$ cat src/rtl/painterengine_gpu_dma_reader.sv
// painterengine_gpu_dma_reader: AXI4 read master streaming a contiguous word block into the GPU FIFO.
// Rev 1.0
`default_nettype none

module painterengine_gpu_dma_reader #(
   parameter int unsigned C_MAX_BURST = 16
) (
   input  logic        i_wire_clock,
   input  logic        i_wire_resetn,
   input  logic [31:0] i_wire_address,
   input  logic [31:0] i_wire_length,
   output logic        o_wire_done,
   output logic        o_wire_error,
   output logic [31:0] o_wire_fifo_wdata,
   output logic        o_wire_fifo_wen,
   input  logic        i_wire_fifo_full,
   output logic [31:0] o_wire_m_axi_araddr,
   output logic [7:0]  o_wire_m_axi_arlen,
   output logic [2:0]  o_wire_m_axi_arsize,
   output logic [1:0]  o_wire_m_axi_arburst,
   output logic        o_wire_m_axi_arvalid,
   input  logic        i_wire_m_axi_arready,
   input  logic [31:0] i_wire_m_axi_rdata,
   input  logic [1:0]  i_wire_m_axi_rresp,
   input  logic        i_wire_m_axi_rlast,
   input  logic        i_wire_m_axi_rvalid,
   output logic        o_wire_m_axi_rready
);

   typedef enum logic [2:0] {
      RESET_IDLE = 3'd0,
      CHECK      = 3'd1,
      CALC       = 3'd2,
      ADDR       = 3'd3,
      DATA       = 3'd4,
      DONE       = 3'd5,
      ERROR      = 3'd6
   } state_t;

   state_t      state;
   logic [31:0] addr;
   logic [31:0] remaining;
   logic [8:0]  beat_cnt;
   logic [31:0] span;
   logic [31:0] beats;
   logic        accept;
   logic        last_beat;

   // Burst size is the smallest of what is left, the burst cap and the room before the next 4 KB page.
   always_comb begin
      span  = (32'd4096 - {20'd0, addr[11:0]}) >> 2;
      beats = remaining;
      if (beats > C_MAX_BURST) beats = C_MAX_BURST;
      if (beats > span) beats = span;
   end

   assign o_wire_m_axi_arsize  = 3'b010;
   assign o_wire_m_axi_arburst = 2'b01;
   assign o_wire_fifo_wdata    = i_wire_m_axi_rdata;

   // In ERROR the R channel is drained unconditionally so the shared interconnect is left idle.
   assign o_wire_m_axi_rready = ((state == DATA) && !i_wire_fifo_full) || (state == ERROR);
   assign accept              = i_wire_m_axi_rvalid && o_wire_m_axi_rready;
   assign o_wire_fifo_wen     = (state == DATA) && accept && (i_wire_m_axi_rresp == 2'b00);
   assign last_beat           = (beat_cnt == 9'd1);

   always_ff @(posedge i_wire_clock or negedge i_wire_resetn) begin
      if (!i_wire_resetn) begin
         state                <= RESET_IDLE;
         addr                 <= 32'd0;
         remaining            <= 32'd0;
         beat_cnt             <= 9'd0;
         o_wire_done          <= 1'b0;
         o_wire_error         <= 1'b0;
         o_wire_m_axi_araddr  <= 32'd0;
         o_wire_m_axi_arlen   <= 8'd0;
         o_wire_m_axi_arvalid <= 1'b0;
      end else begin
         case (state)
            RESET_IDLE: state <= CHECK;
            CHECK: begin
               addr      <= i_wire_address;
               remaining <= i_wire_length;
               if (i_wire_address[1:0] != 2'b00) begin
                  state        <= ERROR;
                  o_wire_error <= 1'b1;
               end else if (i_wire_length == 32'd0) begin
                  state       <= DONE;
                  o_wire_done <= 1'b1;
               end else begin
                  state <= CALC;
               end
            end
            CALC: begin
               o_wire_m_axi_araddr  <= addr;
               o_wire_m_axi_arlen   <= 8'(beats - 32'd1);
               o_wire_m_axi_arvalid <= 1'b1;
               state                <= ADDR;
            end
            ADDR: begin
               if (i_wire_m_axi_arready) begin
                  o_wire_m_axi_arvalid <= 1'b0;
                  beat_cnt             <= {1'b0, o_wire_m_axi_arlen} + 9'd1;
                  state                <= DATA;
               end
            end
            DATA: begin
               if (accept) begin
                  beat_cnt  <= beat_cnt - 9'd1;
                  remaining <= remaining - 32'd1;
                  addr      <= addr + 32'd4;
                  if ((i_wire_m_axi_rresp != 2'b00) || (i_wire_m_axi_rlast != last_beat)) begin
                     state        <= ERROR;
                     o_wire_error <= 1'b1;
                  end else if (last_beat) begin
                     if (remaining != 32'd1) begin
                        state <= CALC;
                     end else begin
                        state       <= DONE;
                        o_wire_done <= 1'b1;
                     end
                  end
               end
            end
            DONE:    state <= DONE;
            ERROR:   state <= ERROR;
            default: state <= RESET_IDLE;
         endcase
      end
   end

endmodule

`default_nettype wire

$ cat config.mk
export PLATFORM = sky130hd
export DESIGN_NAME = painterengine_gpu_dma_reader
export DESIGN_NICKNAME = d
export VERILOG_FILES = /design/src/rtl/painterengine_gpu_dma_reader.sv
export SDC_FILE = /design/constraint.sdc
export NUM_CORES = 1
export LEC_CHECK = 0
export ABC_CLOCK_PERIOD_IN_PS = 6600
export CORE_MARGIN = 3
export CORE_UTILIZATION = 51
export CTS_CLUSTER_DIAMETER = 120
export DETAILED_ROUTE_END_ITERATION = 6
export GPL_TIMING_DRIVEN = 1
export PLACE_DENSITY_LB_ADDON = 0.25
export SYNTH_ARGS = -nofsm -noshare
export SYNTH_HDL_FRONTEND = slang
export SYNTH_SLANG_ARGS = --single-unit
$ cat constraint.sdc
create_clock -name i_wire_clock -period 6.6 [get_ports i_wire_clock]
set_input_delay 0.99 -clock i_wire_clock [delete_from_list [all_inputs] [get_ports i_wire_clock]]
set_output_delay 0.99 -clock i_wire_clock [all_outputs]
set_load 0.005 [all_outputs]
==> results of run 1 <==
[final cells by class]
class	count	share of cell area [%]
multi-input combinational	742	45.50
sequential	119	31.77
timing repair buffer	123	12.92
clock buffer	19	4.725
tap	184	2.456
clock inverter	13	1.909
inverter	18	0.7208
[cell families (layout without fill, tap and decap cells)]
group           after synthesis  in the layout  synth area share [%]
compound gates              289            289                 22.57
fa+ha+maj                    20             20                 3.212
buf+inv                     117            173                 7.758
mux                           8              8                 1.189
flops                       119            119                 38.23
other cells                   2             11               0.09641
xor+xnor                     16             16                 1.799
simple gates                398            398                 25.15
[synthesized netlist by cell type, types with 3 or more instances]
| cell | instances |
|---|---|
| nor2b_1 | 5 |
| or2_2 | 6 |
| or3_1 | 7 |
| and4_1 | 3 |
| and3_1 | 13 |
| a21o_1 | 6 |
| ha_1 | 20 |
| xnor2_1 | 11 |
| nand2_1 | 166 |
| nand3_1 | 39 |
| a22oi_1 | 17 |
| a211oi_1 | 3 |
| dfrtp_1 | 119 |
| clkbuf_1 | 47 |
| o31ai_1 | 5 |
| o22ai_1 | 20 |
| buf_4 | 38 |
| o22a_1 | 6 |
| buf_2 | 6 |
| nor4_1 | 21 |
| o21ai_0 | 87 |
| inv_1 | 18 |
| a21oi_1 | 93 |
| buf_1 | 6 |
| nand2b_1 | 5 |
| nand4_1 | 12 |
| o211ai_1 | 4 |
| o32ai_1 | 7 |
| a22o_1 | 3 |
| mux2i_1 | 4 |
| and2_1 | 4 |
| or4_1 | 3 |
| xor2_1 | 5 |
| nor3_1 | 35 |
| a31oi_1 | 9 |
| o2bb2ai_1 | 4 |
| a2bb2oi_1 | 10 |
| nor2_1 | 53 |
| and2_2 | 3 |
[metal layers]
layer	wire (um)	GRT usage, %	up-vias
met5	0	0	-
met4	313	7.885	0
met3	1483	5.565	30
met2	9854	39.10	296
met1	9755	37.51	3570
li1	-	-	3583
[power by group through the flow]
stage               Clock [W]  Combinational, W  Sequential, W
CTS                  0.000999           0.00201        0.00153
global placement            0           0.00195        0.00153
detailed placement          0           0.00199        0.00154
floorplan                   0           0.00148        0.00137
global route          0.00103           0.00227        0.00160
finish               0.000991           0.00202        0.00154
[sequential cells by signal, indices dropped and copies added (netlist names)]
| signal | count |
|---|---|
| state | 3 |
| o_wire_done | 1 |
| beat_cnt | 9 |
| o_wire_error | 1 |
| remaining | 32 |
| addr | 32 |
| o_wire_m_axi_araddr | 32 |
| o_wire_m_axi_arvalid | 1 |
| o_wire_m_axi_arlen | 8 |
[path summary, 6_finish.rpt]
kind,startpoint,depth (start not counted),slack [ps],to
max,addr[2],18,1170,o_wire_m_axi_arlen[6]
min,o_wire_error,1,460,o_wire_error
max reg2reg,addr[2],18,1170,o_wire_m_axi_arlen[6]
min reg2reg,o_wire_error,1,460,o_wire_error
max in group asynchronous,i_wire_resetn,2,4680,o_wire_m_axi_araddr[28]
min in group asynchronous,i_wire_resetn,1,620,o_wire_m_axi_arvalid
[worst max-delay path: cells and delay by family, from the launching register on]
kind | cells | cell delay, ps
and+or+nand+nor | 6 | 1930
AOI/OAI and AO/OA | 5 | 1410
adders and majority gates | 3 | 830
DFF | 1 | 470
xor gates and xnor gates | 2 | 280
muxes | 1 | 220
buffers and inverters | 1 | 160
[metrics by stage]
stage | area [um2] | instances | hold WS (ps) | utilization [%] | worst slack (ps)
after global placement | 8752 | 1186 | 454.8 | 59.32 | 1359
after floorplan | 7824 | 978 | 451.0 | - | 1781
after detailed placement | 8752 | 1186 | 457.0 | 59.32 | 1220
after global routing | 9374 | 1218 | 474.9 | 63.53 | 666.6
final | 9374 | 1218 | 463.9 | 63.53 | 1171
after CTS | 9374 | 1218 | 469.6 | 63.53 | 1202
==> results_dict.tcl, run 1 <==
set metrics [dict create \
    cap_violations 0 \
    post_cts_resized 0 \
    timing.setup.tns_ps 0 \
    yosys_register_bits 119 \
    top_level_ports 186 \
    critical_path_class "flop to flop" \
    clock_path_buffers 2 \
    cpMaxStageDelayCell "or4b_2" \
    netlist.area_leader.share_pct 38.23 \
    status "finished, final reports clean" \
    leakage_nw 3.775 \
    cts.sinks 119 \
    critical_path.max_stage_delay_ps 670 \
    setup_viol 0 \
    rsz0062_at_grt "no" \
    p_sw_w 0.001936 \
    cts_tree "yes" \
    numCtsBuffers 17 \
    gr-total-overflow 0 \
    synth.avg_cell_area_um2 8.039 \
    vias_per_cell 6.140 \
    grt_max_degree 104 \
    crit_path_cell_trace "inv_1 > ha_1 > or4b_2 > nor3_1 > nand2_1 > xnor2_1 > ha_1 > nand4_1 > nor2_1 > a2111oi_1 > a21o_1 > mux2_4 > ha_1 > o211ai_1 > or4b_1 > o211ai_2 > xnor2_1 > o21ai_1" \
    cp.required_ps 6910 \
    seq_area_um2 2978 \
    synth_area_leaders "dfrtp_1 (38%), nand2_1 (8.0%), a21oi_1 (6.0%), o21ai_0 (5.6%), buf_4 (3.7%)" \
    pwr-share-seq_pct 33.9 \
    hold_path.class "flop to flop" \
    area_delta_synth_final_pct 20.33 \
    drv_slew 0 \
    timing_hold_violations_final 0 \
    fin_skew_ps 11.30 \
    report.power.total_w 0.004549 \
    clkLatencyLatePin_ps 430 \
    routed_wl_um 21410 \
    ys_types 74 \
    post-cts-setup-buffers 0 \
    clkPwrFrac_pct 21.8 \
    netSwitchingFraction_pct 42.56 \
    dr.pass1.iters 6 \
    multi_input_area_um2 4265 \
    synth_cells 969 \
    p_int_w 0.002613 \
    vias 7479 \
    cts_hold_buffers 0 \
    antenna_found_initial 0 \
    layout_common_cells "nand2_1 (166), dfrtp_1 (119), clkdlybuf4s50_1 (115)" \
    drtIter0Drc 655 \
    diodes 0 \
    ant_nets 0 \
    ys.flop_type "dfrtp_1" \
    cts_root_buf "clkbuf_16" \
    place_congestion 0.9323 \
    async_flop_share_pct 100.0 \
    slew-limit-headroom_pct 30.68 \
    n_fill_cell 1287 \
    vdd.ir_drop.worst_mv 0.2448 \
    start_kind "flop" \
    path_clk_slew_ps 60 \
    crit_path_max_fanout 10 \
    final_nets 1145 \
    dpl.hpwl_um 14550 \
    seq_area_frac_synth_pct 38.23 \
    p_comb_share_pct 44.3 \
    port_buffers 116 \
    p_per_area_nw_per_um2 485.3 \
    post_drt_wl_per_cell_um 17.58 \
    cp_data_arrival_time_ps 5740 \
    fmax_mhz 184.2 \
    final_common_cell "nand2_1" \
    chipHeight_um 129.6 \
    cpMostUsedCell "ha_1" \
    synth-edff-count 0 \
    synth_top_cell_by_area "dfrtp_1" \
    dieArea_um2 16790 \
    finalCritPeriodShare_pct 82.25 \
    drive_above_1_share_pct 6.867 \
    syn_area_um2 7790 \
    end_kind "flop" \
    grt_pass1_wl_um 34650 \
    worst_slew_pin_slew_ps 1040 \
    core-area_um2 14750 \
    ys_warn_count 0 \
    grt_pass1_vias 6736 \
    cts_htree_levels 4 \
    num_rows 44 \
    drc_errors 0 \
    dieWidth_um 129.6 \
    layout_min_cycle_time_ps 5429 \
    groute.usage.overall_pct 25.92 \
    initial_core_util_pct 52.80 \
]
Power figures use the tool's default switching activity.
==> inputs of run 2 (changes only) <==
Settings changed: ABC_CLOCK_PERIOD_IN_PS 6600 to 5610.
Clock period 6.6 ns to 5.61 ns, I/O delays scaled along.
==> run 2 against run 1 <==
  * Global-route usage shrank 0.45 points
  * Total power grew 14%
  * Clock skew grew 0.66 ps
  * Non-clock buffer count grew 1
==> results_dict.tcl, run 2 (synthesis gave the netlist of run 1 again) <==
set metrics [dict create \
    groute.usage.overall_pct 25.47 \
    cts_htree_levels 4 \
    grt_pass1_wl_um 34310 \
    drc_errors 0 \
    post_drt_wl_per_cell_um 17.29 \
    stdcell_area_um2 9300 \
    wirelength_met1_um 9618 \
    fin_skew_ps 11.95 \
    top_regs "addr: 32 flops, o_wire_m_axi_araddr: 32 flops, remaining: 32 flops" \
    place_congestion 0.9208 \
    ff2ff_path_depth 19 \
    cts_root_buf "clkbuf_16" \
    vdd.ir_drop.worst_mv 0.3064 \
    cts_hold_buffers 0 \
    vias_per_cell 6.091 \
    area_delta_synth_final_pct 19.39 \
    crit_start "addr[2]" \
    crit_path_max_fanout 10 \
    dr.pass1.iters 5 \
    p_comb_share_pct 45.4 \
    final_nets 1146 \
    dieWidth_um 129.6 \
    min_from "o_wire_done" \
    routed_wl_um 21060 \
    numCtsBuffers 17 \
    start_kind "flop" \
    maxUsedRoutingLayer "met4" \
    crit_path_cell_trace "inv_1 > ha_1 > or4b_2 > nor3_1 > nand2_1 > xnor2_1 > ha_1 > nand4_1 > nor2_1 > a2111oi_1 > a21o_1 > nor2_1 > a21oi_1 > ha_1 > o211ai_1 > or4b_1 > o211ai_2 > xnor2_1 > o21ai_1" \
    clkLatencyLatePin_ps 420 \
    rsz0062_at_grt "no" \
    initial_core_util_pct 52.80 \
    fmax_mhz 189.7 \
    leakage_nw 3.754 \
    rrSetupSlack_ps 340 \
    met3_length_um 1582 \
    ant_nets 0 \
    setup_viol 0 \
    critical_path.max_stage_delay_ps 680 \
    port_buffers 116 \
    finalCritPeriodShare_pct 93.98 \
    hold_path.class "flop to flop" \
    clock_path_buffers 2 \
    cts_tree "yes" \
    slew-limit-headroom_pct 33.84 \
    cap_violations 0 \
    path_clk_slew_ps 60 \
    cpMostUsedCell "ha_1" \
    timing.setup.tns_ps 0 \
    layout_common_cells "nand2_1 (166), dfrtp_1 (119), clkdlybuf4s50_1 (115)" \
    post-cts-setup-buffers 0 \
    drtIter0Drc 672 \
    worstHoldPathCells 1 \
    regToRegStartpoint "addr[2]" \
    num_rows 44 \
    vias 7419 \
    gr-total-overflow 0 \
    layout_min_cycle_time_ps 5272 \
    p_int_w 0.002947 \
    r2r_end "o_wire_m_axi_arlen[6]" \
    grt_max_degree 104 \
    p_sw_w 0.002247 \
    clkPwrFrac_pct 19.6 \
    post_cts_resized 0 \
    drive_above_1_share_pct 6.770 \
    pwr-share-seq_pct 35.0 \
    final_common_cell "nand2_1" \
    drv_slew 0 \
    status "finished, final reports clean" \
    top_level_ports 186 \
    dpl_cell_area_um2 8760 \
    end_kind "flop" \
    chipHeight_um 129.6 \
    critical_path_class "flop to flop" \
    antenna_found_initial 0 \
    timing_hold_violations_final 0 \
    cp_data_arrival_time_ps 5580 \
    core-area_um2 14750 \
    dieArea_um2 16790 \
    dpl.hpwl_um 14460 \
    met2WireLength_um 9511 \
    cp.required_ps 5920 \
    cts.sinks 119 \
    worst_slew_pin_slew_ps 992.4 \
    diodes 0 \
    cpMaxStageDelayCell "or4b_2" \
    netSwitchingFraction_pct 43.26 \
    p_per_area_nw_per_um2 558.6 \
    whs_endpoint "o_wire_done" \
    grt_pass1_vias 6791 \
]
## run 2: cell count changes in the layout (fill, tap and decap cells not counted)
cell	delta
clkbuf_8	+1
buf_4	+1
clkinvlp_4	-2
clkbuf_1	+1
clkinv_2	+3
clkinv_4	-1
bufinv_16	-3
## run 2: power groups by stage
stage | combinational, W | clock (W) | sequential (W)
floorplan | 0.00175 | 0 | 0.00161
global placement | 0.00230 | 0 | 0.00179
detailed placement | 0.00234 | 0 | 0.00181
CTS | 0.00236 | 0.00103 | 0.00180
global route | 0.00267 | 0.00107 | 0.00188
finish | 0.00236 | 0.00102 | 0.00182
## run 2: critical path, delay by kind of cell (launching register included)
family,cells,cell delay (ps)
AOI/OAI and AO/OA,6,1550
xor gates and xnor gates,2,270
adders and majority gates,3,890
buffers and inverters,1,160
DFF,1,470
and+or+nand+nor,7,1820
## run 2: layout make-up
type	instances	area, um2
flip-flops and latches	119	2978
inverters	18	67.56
multi-input cells	742	4265
repair buffers	124	1219
fillers	1279	5454
clock buffers	21	460.4
clock inverters	10	80.08
well taps	184	230.2
## run 2: through the flow
stage	instances	power, W	hold WS [ps]	util [%]	setup WS [ps]
finish	1218	0.005195	461.0	63.03	337.7
detailed placement	1187	0.004150	447.3	59.37	439.6
floorplan	978	0.003358	451.0	-	791.4
global placement	1187	0.004096	448.7	59.37	585.3
global route	1218	0.005625	482.4	63.03	18.42
CTS	1218	0.005189	465.0	63.03	414.2
## run 2: how the worst max path moves through the flow
stage,slack (ps),depth (start not counted),endpoint
2_1_floorplan,790,22,o_wire_m_axi_arlen[6]
3_3_place_gp,590,18,o_wire_m_axi_arlen[6]
3_5_place_dp,440,19,o_wire_m_axi_arlen[6]
4_1_cts,410,19,o_wire_m_axi_arlen[6]
5_1_grt,20,19,o_wire_m_axi_arlen[6]
6_report,340,19,o_wire_m_axi_arlen[6]
## run 2: routing by layer
metal	up-vias	global-route usage, %
li1	3577	-
met1	3523	36.08
met2	289	37.94
met3	30	7.873
met4	0	7.029
met5	-	0
==> inputs of run 3 (changes only) <==
Settings changed: ABC_CLOCK_PERIOD_IN_PS 5610 to 4500, CORE_UTILIZATION 51 to 25.
Clock period 5.61 ns to 4.5 ns, I/O delays scaled along.
==> run 3 against run 2 <==
  * Critical path depth stayed put
  * Die area is 98% higher
  * Setup slack worse by 89 ps
  * Sequential share of layout area is 2.0 points lower
  * Register-to-register slack worse by 90 ps
  * Final cell count is 20% higher
  * Hold slack worse by 170 ps
  * Final area is 6.7% higher
  * Global-route usage is 10 points lower
  * Critical path type unchanged
  * Largest cell class unchanged
  * Highest routed layer is now met5
==> results_dict.tcl, run 3 (synthesis gave the netlist of run 1 again) <==
set metrics [dict create \
    cts_htree_levels 4 \
    fmax_mhz 235.2 \
    drive_above_1_share_pct 10.70 \
    diodes 0 \
    cts_root_buf "clkbuf_16" \
    cap_violations 0 \
    layout_min_cycle_time_ps 4251 \
    dp_slack_ps 108.9 \
    worst_slew_pin_slew_ps 951.9 \
    ant_nets 0 \
    setup_viol 0 \
    seq_area_um2 2979 \
    fin_ws_ps 248.7 \
    start_kind "flop" \
    crit_path_max_fanout 7 \
    clkPwrFrac_pct 20.4 \
    multi_input_area_um2 4343 \
    vias 7452 \
    grt_pass1_vias 7280 \
    netSwitchingFraction_pct 43.09 \
    slew-limit-headroom_pct 35.95 \
    chipHeight_um 182.5 \
    num_rows 64 \
    cts_tree "yes" \
    hold_path.class "input pin to asynchronous set/reset pin" \
    n_fill_cell 3234 \
    cts.sinks 119 \
    status "finished, final reports clean" \
    layout_common_cells "nand2_1 (166), dfrtp_1 (118), clkdlybuf4s50_1 (115)" \
    groute.usage.overall_pct 15.21 \
    drc_errors 0 \
    path_delay_family "simple AND/OR/NAND/NOR gates" \
    core-area_um2 30670 \
    final_nets 1176 \
    dr.pass1.iters 5 \
    p_sw_w 0.002972 \
    post_drt_wl_per_cell_um 17.33 \
    gr-total-overflow 0 \
    routed_wl_um 25320 \
    p_per_area_nw_per_um2 694.6 \
    grt_max_degree 57 \
    numCtsBuffers 17 \
    drtIter0Drc 491 \
    grt_pass1_wl_um 40790 \
    cp_data_arrival_time_ps 4560 \
    antenna_found_initial 1 \
    critical_path_class "flop to flop" \
    timing_hold_violations_final 0 \
    final_common_cell "nand2_1" \
    cts_hold_buffers 0 \
    initial_core_util_pct 25.40 \
    report.power.total_w 0.006896 \
    pwr-share-seq_pct 31.1 \
    clkLatencyLatePin_ps 420 \
    crit_path_cell_trace "inv_2 > ha_2 > or4b_4 > buf_4 > o21ai_0 > nand2b_1 > ha_1 > nand2_1 > or2_2 > o32ai_4 > a21o_1 > nor2_1 > a21oi_1 > ha_2 > o211ai_1 > or4b_1 > o211ai_2 > xnor2_1 > o21ai_1" \
    dieArea_um2 33310 \
    critical_path.max_stage_delay_ps 510 \
    top_level_ports 186 \
    vias_per_cell 5.101 \
    end_kind "flop" \
    dieWidth_um 182.5 \
    vdd.ir_drop.worst_mv 0.2801 \
    fin_skew_ps 10.99 \
    clock_path_buffers 2 \
    crit_buf_inv 2 \
    leakage_nw 3.949 \
    p_int_w 0.003924 \
    cpMostUsedCell "ha_2" \
    fin_util_pct 32.37 \
    port_buffers 116 \
    place_congestion 0.8350 \
    dpl.hpwl_um 18460 \
    p_comb_share_pct 48.5 \
    drv_slew 0 \
    area_delta_synth_final_pct 27.43 \
    top_regs "addr: 32 flops, o_wire_m_axi_araddr: 32 flops, remaining: 32 flops" \
    cpMaxStageDelayCell "or4b_4" \
    path_clk_slew_ps 60 \
    finalCritPeriodShare_pct 94.47 \
    cp.required_ps 4810 \
]
run 3: cell count changes in the layout (fill, tap and decap cells not counted), sizes merged:
cell | previous run | this run
inv | 18 | 19
bufinv | 1 | 3
buf | 9 | 39
clkinv | 7 | 6
clkbuf | 21 | 20
run 3: path summary, 6_finish.rpt:
kind | start | to | cells after the start | slack [ps]
worst max-delay path | addr[2] | o_wire_m_axi_arlen[6] | 19 | 250
worst min-delay path | i_wire_resetn | o_wire_m_axi_araddr[12] | 1 | 290
worst max register to register | addr[2] | o_wire_m_axi_arlen[6] | 19 | 250
worst min register to register | o_wire_done | o_wire_done | 1 | 460
max in group asynchronous | i_wire_resetn | o_wire_error | 2 | 3240
min in group i_wire_clock | o_wire_done | o_wire_done | 1 | 460
run 3: worst register-to-register path, stage by stage, from the launching register on:
cell and delay [ps]:
dfrtp_2 450, inv_2 100, ha_2 200, or4b_4 510, buf_4 170, o21ai_0 140, nand2b_1 110, ha_1 280
nand2_1 40, or2_2 310, o32ai_4 290, a21o_1 210, nor2_1 60, a21oi_1 140, ha_2 210, o211ai_1 100
or4b_1 510, o211ai_2 100, xnor2_1 140, o21ai_1 80
run 3: repair_timing:
action / CTS / global route
buffers inserted: 0 / 3
setup endpoints to repair: 0 / 3
resized for setup: 0 / 11
run 3: final cells by class:
| class | count | share of cell area, % |
|---|---|---|
| Multi-Input combinational cell | 742 | 43.75 |
| Sequential cell | 119 | 30.01 |
| Clock buffer | 20 | 4.500 |
| Clock inverter | 12 | 1.525 |
| Timing Repair Buffer | 154 | 14.54 |
| Inverter | 18 | 0.6806 |
| Tap cell | 396 | 4.991 |
run 3: power groups by stage:
| stage | registers (W) | logic [W] | clock network (W) |
|---|---|---|---|
| 6_report | 0.00215 | 0.00335 | 0.00141 |
| 2_1_floorplan | 0.00201 | 0.00219 | 0 |
| 4_1_cts | 0.00214 | 0.00335 | 0.00144 |
| 5_1_grt | 0.00224 | 0.00377 | 0.00148 |
| 3_5_place_dp | 0.00215 | 0.00333 | 0 |
| 3_3_place_gp | 0.00215 | 0.00331 | 0 |
run 3: stage by stage:
stage	std cells	instance area [um2]	hold WS, ps	setup TNS (ps)
floorplan	978	7851	379.4	0
global placement	1426	9260	450.0	0
detailed placement	1426	9260	449.5	0
CTS	1458	9858	292.3	0
global route	1461	9927	327.4	-35.02
finish	1461	9927	290.8	0
run 3: metal layers:
metal | part of all wire, % | wire length (um) | GRT usage [%] | vias up
li1 | - | - | - | 3631
met1 | 48 | 12230 | 21.48 | 3561
met2 | 45 | 11430 | 23.53 | 226
met3 | 4.7 | 1190 | 2.970 | 32
met4 | 1.8 | 461 | 4.601 | 2
met5 | 0.055 | 14 | 0 | -
